## config.mk

```make
export PLATFORM = sky130hd
export DESIGN_NAME = hazard3_timer_alarm_sched
export DESIGN_NICKNAME = d
export VERILOG_FILES = /design/src/rtl/hazard3_timer_alarm_sched.sv
export SDC_FILE = /design/constraint.sdc
export NUM_CORES = 1
export LEC_CHECK = 0
export ABC_CLOCK_PERIOD_IN_PS = 12300
export BUFFER_PORTS_ARGS = -buffer_cell sky130_fd_sc_hd__buf_2
export CAP_MARGIN = 10
export CELL_PAD_IN_SITES_DETAIL_PLACEMENT = 1
export CELL_PAD_IN_SITES_GLOBAL_PLACEMENT = 2
export CORE_MARGIN = 8
export CORE_UTILIZATION = 40
export CTS_CLUSTER_SIZE = 16
export DETAILED_ROUTE_END_ITERATION = 6
export PLACE_DENSITY_LB_ADDON = 0.1
export SYNTH_ARGS = -nofsm -noshare
export SYNTH_HDL_FRONTEND = slang
export SYNTH_SLANG_ARGS = --single-unit
```

## constraint.sdc

```tcl
create_clock -name clk -period 12.3 [get_ports clk]
set_clock_uncertainty 0.05 [all_clocks]
set_input_delay 0.615 -clock clk [delete_from_list [all_inputs] [get_ports clk]]
set_output_delay 0.615 -clock clk [all_outputs]
set_load 0.01 [all_outputs]
```

## src/rtl/hazard3_timer_alarm_sched.sv

```systemverilog
// Alarm scheduler: folds N 64-bit alarm slots onto the single machine-timer mtimecmp over APB.
// Latency: N_ALARMS scan cycles plus three APB writes (2 cycles each plus pready wait states).
// Backpressure: WR_ACCESS holds psel/penable until pready; slot updates are always accepted.
module hazard3_timer_alarm_sched #(
    parameter int          N_ALARMS   = 4,
    parameter int          IDX_W      = 2,
    parameter logic [15:0] TIMER_BASE = 16'h0000
) (
    input  logic                clk,
    input  logic                rst,
    input  logic                set_valid,
    input  logic [IDX_W-1:0]    set_idx,
    input  logic [63:0]         set_deadline,
    input  logic                clr_valid,
    input  logic [IDX_W-1:0]    clr_idx,
    input  logic [63:0]         mtime,
    input  logic                timer_irq,
    output logic [N_ALARMS-1:0] alarm_fired,
    output logic [N_ALARMS-1:0] alarm_pending,
    output logic                busy,
    output logic                bus_err,
    output logic [15:0]         paddr,
    output logic                psel,
    output logic                penable,
    output logic                pwrite,
    output logic [31:0]         pwdata,
    input  logic                pready,
    input  logic                pslverr
);

    typedef enum logic [1:0] {IDLE, SCAN, WR_SETUP, WR_ACCESS} state_t;

    localparam logic [15:0] ADDR_LO = TIMER_BASE + 16'h0010;
    localparam logic [15:0] ADDR_HI = TIMER_BASE + 16'h0014;

    state_t               state, state_nxt;
    logic [63:0]          deadline [N_ALARMS];
    logic [N_ALARMS-1:0]  valid;
    logic                 dirty, armed, found;
    logic [63:0]          min_dl;
    logic [IDX_W-1:0]     scan_idx;
    logic [1:0]           step;

    logic                 scan_last, expired, set_hit, fire_now, load_min;
    logic                 start_scan, xfer_done;
    logic [N_ALARMS-1:0]  fire_vec;

    assign scan_last  = (scan_idx == IDX_W'(N_ALARMS - 1));
    assign expired    = (state == SCAN) && valid[scan_idx] && (deadline[scan_idx] <= mtime);
    assign set_hit    = set_valid && (set_idx == scan_idx);
    assign fire_now   = expired && !set_hit;
    assign load_min   = (state == SCAN) && !expired && valid[scan_idx] && (deadline[scan_idx] < min_dl);
    assign start_scan = (state == IDLE) && (state_nxt == SCAN);
    assign xfer_done  = (state == WR_ACCESS) && pready;

    always_comb begin
        state_nxt = state;
        psel      = 1'b0;
        penable   = 1'b0;
        paddr     = 16'h0000;
        pwdata    = 32'h0000_0000;
        fire_vec  = '0;
        if (fire_now) fire_vec[scan_idx] = 1'b1;
        case (state)
            IDLE:      if (dirty || (timer_irq && armed)) state_nxt = SCAN;
            SCAN:      if (scan_last) state_nxt = WR_SETUP;
            WR_SETUP:  state_nxt = WR_ACCESS;
            WR_ACCESS: if (pready) state_nxt = (step == 2'd2) ? IDLE : WR_SETUP;
            default:   state_nxt = IDLE;
        endcase
        if (state == WR_SETUP || state == WR_ACCESS) begin
            psel    = 1'b1;
            penable = (state == WR_ACCESS);
            paddr   = (step == 2'd1) ? ADDR_HI : ADDR_LO;
            // Low word is parked at all-ones first so the half-written compare can never match early.
            case (step)
                2'd0:    pwdata = 32'hFFFF_FFFF;
                2'd1:    pwdata = min_dl[63:32];
                default: pwdata = min_dl[31:0];
            endcase
        end
    end

    assign pwrite        = psel;
    assign busy          = (state != IDLE);
    assign alarm_pending = valid;

    always_ff @(posedge clk or posedge rst) begin
        if (rst) state <= IDLE;
        else     state <= state_nxt;
    end

    always_ff @(posedge clk or posedge rst) begin
        if (rst) begin
            valid <= '0;
            for (int i = 0; i < N_ALARMS; i++) deadline[i] <= 64'd0;
        end else begin
            for (int i = 0; i < N_ALARMS; i++) begin
                if (set_valid && set_idx == IDX_W'(i)) begin
                    valid[i]    <= 1'b1;
                    deadline[i] <= set_deadline;
                end else if ((clr_valid && clr_idx == IDX_W'(i)) ||
                             (fire_vec[i])) begin
                    valid[i] <= 1'b0;
                end
            end
        end
    end

    always_ff @(posedge clk or posedge rst) begin
        if (rst) begin
            dirty       <= 1'b0;
            armed       <= 1'b0;
            found       <= 1'b0;
            min_dl      <= '1;
            scan_idx    <= '0;
            step        <= 2'd0;
            bus_err     <= 1'b0;
            alarm_fired <= '0;
        end else begin
            alarm_fired <= fire_vec;
            // An update racing the scan start keeps dirty so nothing is lost.
            if (set_valid || clr_valid) dirty <= 1'b1;
            else if (start_scan)        dirty <= 1'b0;
            if (start_scan) begin
                scan_idx <= '0;
                min_dl   <= '1;
                found    <= 1'b0;
            end else if (state == SCAN) begin
                scan_idx <= scan_idx + 1'b1;
                if (load_min) begin
                    min_dl <= deadline[scan_idx];
                    found  <= 1'b1;
                end
                if (scan_last) step <= 2'd0;
            end
            if (xfer_done) begin
                if (pslverr) bus_err <= 1'b1;
                if (step == 2'd2) armed <= found;
                else              step  <= step + 2'd1;
            end
        end
    end

endmodule

```

### Word level (Yosys, flattened, before mapping)

Cells that the tools add are included.
W data, S select, Z words.

| word-level totals | value |
|---|---|
| flip-flop bits (word level) | 338 |
| logic and storage cells | 124 |
| output and inout bits | 61 |
| input bits | 139 |

| cells by class | value |
|---|---|
| reduce and logical (&&, ||, !) cells | 43 |
| $add $sub $neg | 2 |
| order comparisons | 5 |
| equality and inequality tests | 14 |
| bitwise gates (word level) | 1 |
| mux-type cells | 42 |

Operators with widths:

| operator | count |
|---|---|
| $mux W64 | 5 |
| $bmux W64 S2 | 1 |
| $le A64 B64 Y1 | 1 |
| $lt A64 B64 Y1 | 1 |
| $pmux W32 S2 | 1 |
| $mux W32 | 1 |
| $mux W2 | 11 |
| $logic_and A1 B1 Y1 | 19 |
| $mux W1 | 17 |
| $eq A2 B2 Y1 const B | 8 |
| $reduce_bool A2 Y1 | 8 |
| $eq A2 B1 Y1 const B | 5 |
| $logic_not A2 Y1 | 4 |
| $pmux W2 S4 | 1 |
| $logic_or A1 B1 Y1 | 7 |
| $reduce_and A2 Y1 | 3 |
| $mux W5 | 1 |
| $add A2 B1 Y2 const B | 2 |
| $mux W4 | 1 |
| $ge A3 B3 Y1 const B | 1 |
| $lt A2 B3 Y1 const B | 1 |
| $mux W3 | 1 |
| $not A2 Y3 | 1 |
| $bmux W1 S2 | 1 |
| other kinds (4) | 5 |

### Depth between registers and ports, before layout

Gate-level depths: netlist of the first run.

| logic depth | value |
|---|---|
| depth in word-level cells | 13 |
| mapped depth | 15 |

### Worst setup path before layout of the first run

Ideal clock, no wire load.

| timing | value |
|---|---|
| path type | reg2reg |
| from | register scan_idx[0] |
| to | register min_dl[49] |
| stages on the path, launching flop included | 15 |
| arrival time | 4.510 ns |
| buffers on the path | 5 |
| period minus slack after synthesis | 4.642 ns |
| slack | 7.658 ns |
| cell sequence | dfrtp_1 -> buf_2 -> buf_1 -> buf_1 -> mux4_2 -> ha_1 -> nand4_1 -> or4_1 -> nor4_1 -> or2_2 -> o22a_1 -> clkbuf_1 -> clkbuf_1 -> nor3b_1 -> a211o_1 |

| on the way | value |
|---|---|
| word-level cells in the longest chain between the ends | 12 |
| elaborated cells on any way between the ends | 25 |
| classes of those cells | 2 x order compare; 2 x eq/ne; 10 x mux; 1 x bitwise; 10 x reduce/logical |

Ends and longest elaborated chain:

| item | RTL line | text |
|---|---|---|
| from (decl) | 41 | `logic [IDX_W-1:0] scan_idx;` |
| from (signal assigned) | 130 | `scan_idx <= scan_idx + 1'b1;` |
| $not A2 Y3 (implied by the code) | 49, 52, 132 |  |
| $bmux W64 S2 | 49, 52, 132 |  |
| $mux W64 (implied by the code) (2 in series) | 49, 52, 132 |  |
| $le A64 B64 Y1 | 49 | `assign expired = (state == SCAN) && valid[scan_idx] && (deadline[scan_idx] <= mtime);` |
| $logic_and A1 B1 Y1 | 49 |  |
| $logic_not A1 Y1 | 52 | `assign load_min = (state == SCAN) && !expired && valid[scan_idx] && (deadline[scan_idx] < min_dl);` |
| $logic_and A1 B1 Y1 (3 in series) | 52 |  |
| $reduce_bool A2 Y1 (no line) | n/a |  |
| $reduce_and A2 Y1 (no line) | n/a |  |
| to (signal assigned) | 132 | `min_dl <= deadline[scan_idx];` |
| to (decl) | 40 | `logic [63:0] min_dl;` |

Parallel ways exist; a longest one is shown, timed or not. The select of a mux whose other input is x is not followed.
A chain may end at the register's enable or synchronous reset.

### Worst setup path after layout of the first run

| timing | value |
|---|---|
| from | register scan_idx[0] |
| to | register min_dl[20] |

Same word-level chain as after synthesis.

==> results list, run 1 <==
* P&R area growth vs syn: 14.9%
- Synth warnings: 0
* Final-report setup violation count: 0
- DP Wirelength: 37600 um
- Number of antenna violations at the first check in global routing: 4
- Cell Pwr Density: 239 nW/um2
- Timing would allow up to 0.164 GHz.
* Starting DRT DRC Count: 563
- Cell count of the worst reg-to-reg path: 11
- For this run, the post-layout net count is 1942.
* Cts bufs inserted: 39
* Pin count of the biggest net entering global routing: 108
- Slew Limit Fails: 0
- CTS H-tree depth: 2
- Syn_area_per_cell: 12.2 um2
* Final design area excluding fillers: 21200 um2
* Most frequent cells in the layout: 272 x sky130_fd_sc_hd__dfrtp_1, 257 x sky130_fd_sc_hd__mux2_2, 185 x sky130_fd_sc_hd__buf_2
* Horizontal die dimension: between 200 and 250 um
* CTS Buffer Depth: 3
* Resized cells post-CTS: 0
- Of the available clock period, the critical path in the final layout requires 0.497.
- CTS tree: yes
- In the final layout, the share of cells above drive strength 1 is 0.390.
- Across the run, the number of max-cap violations was 0.
- For this run, the total global-route usage over all layers was measured as 0.200.
- Summed over all instances, the cell type with the most area after synthesis is sky130_fd_sc_hd__dfrtp_1.
- Summed over all cells, the static leakage comes to 10.2 nW.
- In this run the cell area of the synthesized design comes to 18400 um2.
- The first detailed-routing pass took 5 iterations.
* Post-detailed-route DRC marker count: 0
- Worst min-delay path category: primary input to async pin
- Dominant cells by area after synthesis: sky130_fd_sc_hd__dfrtp_1 37%, sky130_fd_sc_hd__mux2_2 16%, sky130_fd_sc_hd__dfstp_2 9.1%
* Clock edge transition at the registers on the reported setup and hold paths: roughly 0.060 ns
* Starting density of the core: 0.406
- Across all layers, the routed design uses 12.5k vias.
- Library cell used as clock root buffer: sky130_fd_sc_hd__clkbuf_16
- Setup total negative slack: 0 ns
* Total routed wirelength: roughly 53000 um
- Worst-case vdd ir drop: 132 uV
- The tree built by TritonCTS fans out to 338 sinks.
* Floorplan Core Area: 45400 um2
- Buffers inserted to repair hold after CTS numbered 0.
* Worst-margin pin slew: 1.12 ns
* Max-slew headroom at the worst pin: 0.255
- The flow ran to the end, and the final reports show no timing, DRC or antenna violations.
* Clk Latency, worst-skew pair: 0.56 ns
- Type of element capturing the critical path: flip-flop
- Final hold vios: 0
- The design draws 0.00506 W.
- After floorplanning, the core was divided into between 70 and 80 placement rows.
- Of all nets on the critical path, the largest fanout is 65.
- First-pass GRT wire length: slightly above 80000 um
* Vias per cell: 5.44
- Setup Crit Path Kind: flip-flop to flip-flop
- Post-CTS timing repair inserted 0 buffers for setup.
* Cell count after synthesis: 1515
- Buffers placed on the I/O ports in this run total 185.
* Chip Height: 231 um
- Number of placed I/O pins: 200
- The number of global-route vias before repair is 13.9k.
- Counting flops with a built-in enable in the synthesized netlist gives 0.
- In this run the cell area measured after placement is a little under 20000 um2.
- Number of flip-flops and latches in the synthesized netlist: 338
- Die footprint: 53200 um2
- In this run the remaining antenna-violating nets after routing total 0.
- Setup slack of the worst register-to-register path: approximately 6.2 ns
- The synthesized netlist contains 53 unique library cells.
* Routed length per instance: 23.1 um
- Unrepaired setup endpoints after global routing: no
- Final min period: 6.11 ns
* Primary FF master, synth: sky130_fd_sc_hd__dfrtp_1
* Fraction of the yosys area taken by sequential cells: 0.463
- Routability cong.: 0.819
- STA classifies the critical path startpoint as a flip-flop.
- At the worst endpoint, the required time is between 10 and 15 ns.
- The share of synthesized area in the top cell type comes to 0.372.
- Data arrives at the worst endpoint at between 6 and 7 ns.
- Total overflow reported by the global router: 0
- Of all flip-flops after synthesis, the portion carrying an async set or reset was 1.00.
- Most common cell after layout, fill and taps aside: sky130_fd_sc_hd__dfrtp_1
[stage by stage]
stage	cells	hold WS, ns	util	setup WS [ns]
after detailed placement	2231	0.405	0.438	5.99
after global routing	2301	0.202	0.466	5.68
after CTS	2301	0.167	0.466	5.97
final	2302	0.139	0.466	6.19
after global placement	2231	0.396	0.438	5.83
after floorplan	1528	0.424	-	2.37
[power by group]
group | switching (W) | internal [W]
clock | 0.000471 | 0.000714
combinational | 0.00125 | 0.000972
sequential | 0.000200 | 0.00145
[final timing paths]
check,startpoint,endpoint
setup / recovery,scan_idx[0],min_dl[20]
hold / removal,rst,deadline[38]
setup reg to reg,scan_idx[0],min_dl[20]
hold reg to reg,bus_err,bus_err
max in group asynchronous,rst,scan_idx[0]
min in group clk,pslverr,bus_err
[metal layers]
layer	global-route usage	share of wire
met1	0.252	0.43
met4	0.0550	0.022
met2	0.352	0.51
met5	0	0.00051
met3	0.0342	0.042
[sequential cells by signal, indices dropped and copies added (netlist names), 2 cells and up, named ones only]
signal and count:
min_dl 64, state 2, deadline 256, alarm_fired 4, scan_idx 2, alarm_pending 4
[cell usage after synthesis (all sizes together), types with 2 or more instances]
master,n
dfrtp,274
mux2,257
inv,139
ha,131
nor2,93
clkbuf,65
mux4,65
dfstp,64
o21ai,59
a21oi,46
nand2,45
mux2i,39
a31oi,36
buf,35
a211o,25
nor3b,25
nand4,20
a21o,9
a211oi,8
and3,8
nand3,8
nor3,7
o211ai,7
nor4,5
o21a,5
and4,4
nor2b,4
a221oi,3
o221ai,3
or2,3
a2111oi,2
a221o,2
a22o,2
nand3b,2
o32a,2
xnor2,2
[worst max-delay path, stage by stage (launching register included)]
cell and delay, ns:
sky130_fd_sc_hd__dfrtp_4 0.90, sky130_fd_sc_hd__buf_4 0.78, sky130_fd_sc_hd__mux4_2 0.64, sky130_fd_sc_hd__ha_1 0.33, sky130_fd_sc_hd__nand4_1 0.19, sky130_fd_sc_hd__nor4_1 0.74, sky130_fd_sc_hd__and3_1 0.31, sky130_fd_sc_hd__and3_1 0.18
sky130_fd_sc_hd__a221oi_2 0.07, sky130_fd_sc_hd__nand2_2 0.49, sky130_fd_sc_hd__or2_4 0.98, sky130_fd_sc_hd__mux2i_1 0.29
[cells by family after synthesis]
kind of cell / share of synthesized area
compound gates: 0.0745
xor+xnor: 0.000951
other cells: 0.000204
mux: 0.258
buf+inv: 0.0534
flops: 0.463
simple gates: 0.0607
fa+ha+maj: 0.0890
[layout make-up]
| class | count | area, um2 |
|---|---|---|
| Timing Repair Buffer | 203 | 1060 |
| Antenna cell | 1 | 2.50 |
| Sequential cell | 338 | 8540 |
| Multi-Input combinational cell | 951 | 8980 |
| Inverter | 139 | 529 |
| Tap cell | 600 | 751 |
| Clock inverter | 12 | 138 |
| Fill cell | 4869 | 24200 |
| Clock buffer | 58 | 1160 |
Power figures use the tool's default switching activity.
==> run 2: changes to the inputs <==
--- a/config.mk
+++ b/config.mk
@@ -5,13 +5,13 @@
 export SDC_FILE = /design/constraint.sdc
 export NUM_CORES = 1
 export LEC_CHECK = 0
-export ABC_CLOCK_PERIOD_IN_PS = 12300
+export ABC_CLOCK_PERIOD_IN_PS = 5270
 export BUFFER_PORTS_ARGS = -buffer_cell sky130_fd_sc_hd__buf_2
 export CAP_MARGIN = 10
 export CELL_PAD_IN_SITES_DETAIL_PLACEMENT = 1
 export CELL_PAD_IN_SITES_GLOBAL_PLACEMENT = 2
 export CORE_MARGIN = 8
-export CORE_UTILIZATION = 40
+export CORE_UTILIZATION = 37
 export CTS_CLUSTER_SIZE = 16
 export DETAILED_ROUTE_END_ITERATION = 6
 export PLACE_DENSITY_LB_ADDON = 0.1
==> constraint.sdc (replaced) <==
create_clock -name clk -period 5.27 [get_ports clk]
set_clock_uncertainty 0.05 [all_clocks]
set_input_delay 0.2635 -clock clk [delete_from_list [all_inputs] [get_ports clk]]
set_output_delay 0.2635 -clock clk [all_outputs]
set_load 0.01 [all_outputs]
==> results list, run 2 (synthesis gave the netlist of run 1 again) <==
- Result of the run: finished, final reports clean
- The routed layout has approximately 13k vias.
* Type of element capturing the critical path: flip-flop
- Number of antenna violations at the first check in global routing: 2
- Library cell used as clock root buffer: sky130_fd_sc_hd__clkbuf_16
- The initial utilization of the core area, before any placement, comes to 0.376.
* Largest register FFs: 256
* Cell-by-cell trace of the critical path: buf_4 > mux4_2 > ha_1 > nand4_1 > nor4_1 > nand4_1 > nor4_1 > or2_2 > o22a_1 > or2_4 > buf_12 > mux2i_1
- The number of clock buffers added by TritonCTS is 42.
- The first detailed-routing pass ran for 5 iterations.
- Setup Crit Path Kind: flip-flop to flip-flop
- In the finished design, the share of the clock period the worst path needs comes to 0.894.
- The clock passes through at most 3 buffers.
- Data arrival time of the critical path: a little over 5 ns
- In the final design database the tool counted ~2.0k nets.
- Most frequent cells in the layout: 272 x sky130_fd_sc_hd__dfrtp_1, 257 x sky130_fd_sc_hd__mux2_2, 185 x sky130_fd_sc_hd__buf_2
- For the worst setup path, the data required time is 5.70 ns.
- Max Freq: 0.212 GHz
- In this run the standard cell core region covers 49100 um2.
- The final layout contains routed wiring with a total length of between 50000 and 60000 um.
- The H-tree generated during clock tree synthesis spans 2 levels.
- Layout cell share with drive strength beyond 1: 0.380
* Detail Route Antenna Nets: 0
- Max-slew headroom at the worst pin: 0.334
* Total overflow reported by the global router: 0
- The worst setup path is launched from a flip-flop.
- In this run the worst path has a maximum fanout of 27.
- In the global route stage, overall resource usage came out at 0.195.
* Worst-case vdd ir drop: ~300 uV
- Fillers: 5221
- Ranked by flip-flop count, first place goes to deadline.
- Maximum Capacitance Violations: 0
- At the placement stage, the worst setup path has a slack of between 0.3 and 0.4 ns.
* Cell count of the worst reg-to-reg path: 12
- The number of global-route vias before repair came to around 14k.
- Routability-driven placement finished with a final weighted congestion of 0.775.
- At the pin with the least slew margin, the transition time is 0.997 ns.
- Leaving out fill and tap cells, the most frequent cell in the layout is sky130_fd_sc_hd__dfrtp_1.
- Slew Limit Fails: 0
- Along the worst hold path, the cell count comes to 2.
- Number of placement rows: 81
* TritonCTS sink count: 338
* Number of placed I/O pins: 200
* Horizontal die dimension: around 240 um
- Total power: 0.0123 W
- First-pass GRT wire length: 86500 um
- CTS tree: yes
- Hold is met by 0.0155 ns.
- Pin count of the biggest net entering global routing: 161
* Total placed instance area: 20100 um2
- Final design area excluding fillers: 22300 um2
- Registers with the most flip-flops: deadline x256, min_dl x64
- After layout, the worst setup slack is 0.557 ns.
- Measured along the y axis, the die boundary spans 239 um.
* Buffers added on ports: 185
- Final hold vios: 0
- The first routing iteration left 579 violations.
- Die footprint: 57200 um2
- For this design, the slowest cell found on the critical path is sky130_fd_sc_hd__dfrtp_4.
- In the final routed layout, each cell accounts on average for 22.5 um.
- Largest stage delay on the critical path: 0.70 ns
- In the final timing run, aggregate negative setup slack is 0 ns.
* Worst min-delay path category: primary input to flip-flop
* Clock edge transition at the registers on the reported setup and hold paths: 0.06 ns
- Pleak: 10.6 nW
* Cell Pwr Density: roughly 550 nW/um2
- Clk Latency, worst-skew pair: 0.56 ns
* DP Wirelength: 39600 um
- Setup violations remaining at the end of the flow were counted as 0.
- Post-detailed-route DRC marker count: 0
- The routed design could run at a clock period as short as 4.71 ns.
* P&R area growth vs syn: 20.9%
- Vias per cell: ~5.2
- Setup repair after global routing left no endpoint under its margin.
run 2: power by group:
group | total [W] | internal [W] | switching, W
sequential | 0.00383 | 0.00339 | 0.000435
clock | 0.00301 | 0.00188 | 0.00113
combinational | 0.00545 | 0.00240 | 0.00305
total | 0.0123 | 0.00768 | 0.00462
run 2: final cells by class:
| type | count | area (um2) | area share |
|---|---|---|---|
| multi-input combinational | 952 | 8980 | 0.403 |
| timing repair buffer | 283 | 1930 | 0.0866 |
| sequential | 338 | 8540 | 0.384 |
| clock inverter | 12 | 159 | 0.00714 |
| antenna | 1 | 2.50 | 0.000112 |
| tap | 664 | 831 | 0.0373 |
| clock buffer | 66 | 1290 | 0.0582 |
| inverter | 139 | 526 | 0.0236 |
run 2: what timing repair did:
action,in CTS,in global routing
hold buffers,68,0
gates resized for setup,0,0
setup endpoints to repair,0,5
hold endpoints to repair,290,0
buffers inserted,0,0
run 2: worst max-delay path, delay by kind of cell (launching register included):
kind,cells,cell delay [ns]
buffers and inverters,2,0.54
muxes,2,0.77
AOI/OAI and AO/OA,1,0.27
adders and majority gates,1,0.32
DFF,1,0.70
and+or+nand+nor,6,1.95
run 2: final timing paths:
check                       startpoint            to  slack, ns
min reg2reg                    bus_err       bus_err       0.42
max in group asynchronous          rst   scan_idx[0]       3.41
min                             pready       bus_err       0.02
min in group asynchronous          rst  deadline[38]       0.34
max reg2reg                scan_idx[0]     min_dl[9]       0.56
max                        scan_idx[0]     min_dl[9]       0.56
run 2: per-stage QoR:
stage | util | instances
2_1_floorplan | - | 1528
3_3_place_gp | 0.410 | 2306
3_5_place_dp | 0.410 | 2307
4_1_cts | 0.454 | 2453
5_1_grt | 0.454 | 2454
6_report | 0.454 | 2455
run 2: metal layers:
layer  wire, um  vias up  track usage
met1      24600     6579        0.254
met2      27800      176        0.339
met4       1060        4       0.0479
met3       1800       71       0.0289
li1           -     5922            -
met5         23        -            0
==> run 3: changes to the inputs <==
--- a/config.mk
+++ b/config.mk
@@ -10,6 +10,7 @@
 export CAP_MARGIN = 10
 export CELL_PAD_IN_SITES_DETAIL_PLACEMENT = 1
 export CELL_PAD_IN_SITES_GLOBAL_PLACEMENT = 2
+export CORE_ASPECT_RATIO = 0.7
 export CORE_MARGIN = 8
 export CORE_UTILIZATION = 37
 export CTS_CLUSTER_SIZE = 16
==> results list, run 3 (synthesis gave the netlist of run 1 again) <==
* Result of the run: finished, final reports clean
- Resized cells post-CTS: 0
* Pleak: between 10 and 15 nW
* Most used routing layer in global routing: met2
* GR Util met1: 0.282
- Counting the buffers created by CTS gives 38.
- The initial antenna violation count was 3.
- Global routing met3 resource utilization: 0.0292
* Area used by multi-input combinational logic: 8980 um2
- The path class of the tightest hold or removal check is primary input to flip-flop.
* TritonCTS sink count: 338
- Final min period: about 5 ns
- Switching share of total power: 0.379
- Combined flip-flop and latch cell area: 8540 um2
- Routed length per instance: 22.6 um
- Of all nets on the critical path, the largest fanout is 30.
- Setup violations remaining at the end of the flow were counted as 0.
- Maximum Capacitance Violations: 0
- Max-slew headroom at the worst pin: 0.297
- P&R area growth vs syn: 20.4%
- Across every metal layer, demand over resource in global routing totals 0.195.
* Starting density of the core: 0.374
- In the routed design, unresolved DRC markers number 0.
* Chip Height: 203 um
- After filler insertion, the fill cell instance count of the layout stands at 5146.
- Entering global routing, the biggest net connects 174 pins.
* Floorplan Core Area: 49300 um2
- The worst setup path is launched from a flip-flop.
- Summed over all nets, the half-perimeter wirelength after detailed placement is between 30000 and 40000 um.
- Final worst-path cycle share: 0.940
* Largest stage delay on the critical path: 0.85 ns
* Gate family responsible for the most delay along the worst path: simple AND/OR/NAND/NOR gates
- Largest register FFs: around 260
- The H-tree generated during clock tree synthesis spans 2 levels.
* Routability cong.: 0.782
- Top register by number of flip-flops: deadline
* Setup Crit Path Kind: flip-flop to flip-flop
- Clock edge transition at the registers on the reported setup and hold paths: 0.06 ns
* Layout cell share with drive strength beyond 1: 0.381
- Clk Latency, worst-skew pair: 0.54 ns
- Buffers inserted by post-CTS timing repair: 0
- Data arrival time of the critical path: 5.38 ns
- Number of placed I/O pins: 200
- Leaving out fill and tap cells, the most frequent cell in the layout is sky130_fd_sc_hd__dfrtp_1.
- The share of total power dissipated in the clock network is 0.244.
- STA puts the critical path data required time at 5.69 ns.
- Total overflow reported by the global router: 0
- CP dominant cell by count: sky130_fd_sc_hd__buf_4
- The number of global-route vias before repair was 14.4k.
* Cell Pwr Density: 553 nW/um2
* Initial DRT Pass Iterations: 4
* Hold WS: approximately 0.025 ns
- Number of diodes added for antenna fixing: 0
- Count of buffering cells on the critical path with inverters included: 3
* Die footprint: ~57000 um2
- Dividing the detail-routed via count by the number of cells gives 5.25.
- The final number of hold-violating endpoints was 0.
- The worst setup path is captured at a flip-flop.
* Most frequent cells in the layout: 272 x sky130_fd_sc_hd__dfrtp_1, 257 x sky130_fd_sc_hd__mux2_2, 185 x sky130_fd_sc_hd__buf_2
- Setup repair after global routing left no endpoint under its margin.
- The first global-routing pass estimated 87300 um of wire.
* Starting DRT DRC Count: 569
* Sequential cell fraction of total power: 0.318
- The routed design has ~55000 um of wire.
- Horizontal die dimension: 283 um
- Final core utilization: 0.450
- Cell-by-cell trace of the critical path: buf_4 > mux4_2 > ha_1 > nand4_1 > nor4_1 > buf_4 > and3_1 > and3_1 > a221oi_2 > nand2_2 > buf_4 > nor3b_1 > a211o_1
- Switch Pwr: approximately 0.0046 W
- The tree is rooted in a sky130_fd_sc_hd__clkbuf_16.
* Nets: 2021
- CTS Buffer Depth: 3
* Internal power contribution: ~0.0076 W
- GR Util met2: 0.307
- After floorplanning, the core was divided into 68 placement rows.
* Detail Route Antenna Nets: 0
- Critical-path top delay cell: sky130_fd_sc_hd__dfrtp_4
- Max Freq: ~0.20 GHz
* Worst-margin pin slew: 1.05 ns
- For this block, the via count after detailed routing is about 13k.
- IR analysis of the VDD net gives a maximum drop of about 260 uV.
- Registers with the most flip-flops: deadline x256, min_dl x64
* Buffers added on ports: 185
- TritonCTS built the clock tree.
- Of the total power, combinational logic draws 0.438.
- Slew Limit Fails: 0
- After routing, the total negative slack on setup checks comes to 0 ns.
==> run 3: worst paths after layout <==
kind | from | endpoint | slack [ns] | depth (start not counted)
max reg2reg | scan_idx[0] | min_dl[52] | 0.32 | 13
min | pready | bus_err | 0.03 | 2
min reg2reg | bus_err | bus_err | 0.41 | 1
max | scan_idx[0] | min_dl[52] | 0.32 | 13
min in group asynchronous | rst | deadline[42] | 0.22 | 3
max in group asynchronous | rst | deadline[150] | 3.65 | 4
==> run 3: layout make-up <==
class / count / share of cell area
clock buffers: 57 / 0.0535
clock inverters: 12 / 0.00987
inverters: 139 / 0.0237
multi-input cells: 951 / 0.405
flip-flops and latches: 338 / 0.385
well taps: 665 / 0.0375
repair buffers: 283 / 0.0858
==> run 3: power by group through the flow <==
stage                     Combinational (W)  Sequential, W  Clock, W
after CTS                           0.00544        0.00391   0.00308
after detailed placement            0.00536        0.00395         0
after global placement              0.00525        0.00393         0
after global routing                0.00601        0.00400   0.00317
after floorplan                     0.00376        0.00367         0
final                               0.00537        0.00390   0.00299
==> run 3: what timing repair did <==
| item | 4_1_cts | 5_1_grt |
|---|---|---|
| hold buffers | 67 | 0 |
| setup endpoints to repair | 0 | 0 |
| endpoints found under the hold margin | 266 | 0 |
==> run 3: through the flow <==
step	instances	setup WS, ns	area, um2	total power [W]
after floorplan	1528	0.490	18500	0.00743
after global placement	2309	0.386	20100	0.00918
after detailed placement	2309	0.366	20100	0.00930
after CTS	2445	0.277	22200	0.0124
after global routing	2445	0.0377	22200	0.0132
final	2445	0.315	22200	0.0123
==> run 3: metal layers <==
layer	share of wire	wire length (um)
met5	0.00042	23
met3	0.037	2050
met2	0.46	25600
met4	0.020	1100
met1	0.48	26500
==> run 3: worst register-to-register path, cell delays in order, from the launching register on <==
cell and delay [ns]:
sky130_fd_sc_hd__dfrtp_4 0.85, sky130_fd_sc_hd__buf_4 0.45, sky130_fd_sc_hd__mux4_2 0.67, sky130_fd_sc_hd__ha_1 0.36, sky130_fd_sc_hd__nand4_1 0.25, sky130_fd_sc_hd__nor4_1 0.66, sky130_fd_sc_hd__buf_4 0.23, sky130_fd_sc_hd__and3_1 0.25
sky130_fd_sc_hd__and3_1 0.27, sky130_fd_sc_hd__a221oi_2 0.08, sky130_fd_sc_hd__nand2_2 0.09, sky130_fd_sc_hd__buf_4 0.32, sky130_fd_sc_hd__nor3b_1 0.12, sky130_fd_sc_hd__a211o_1 0.24
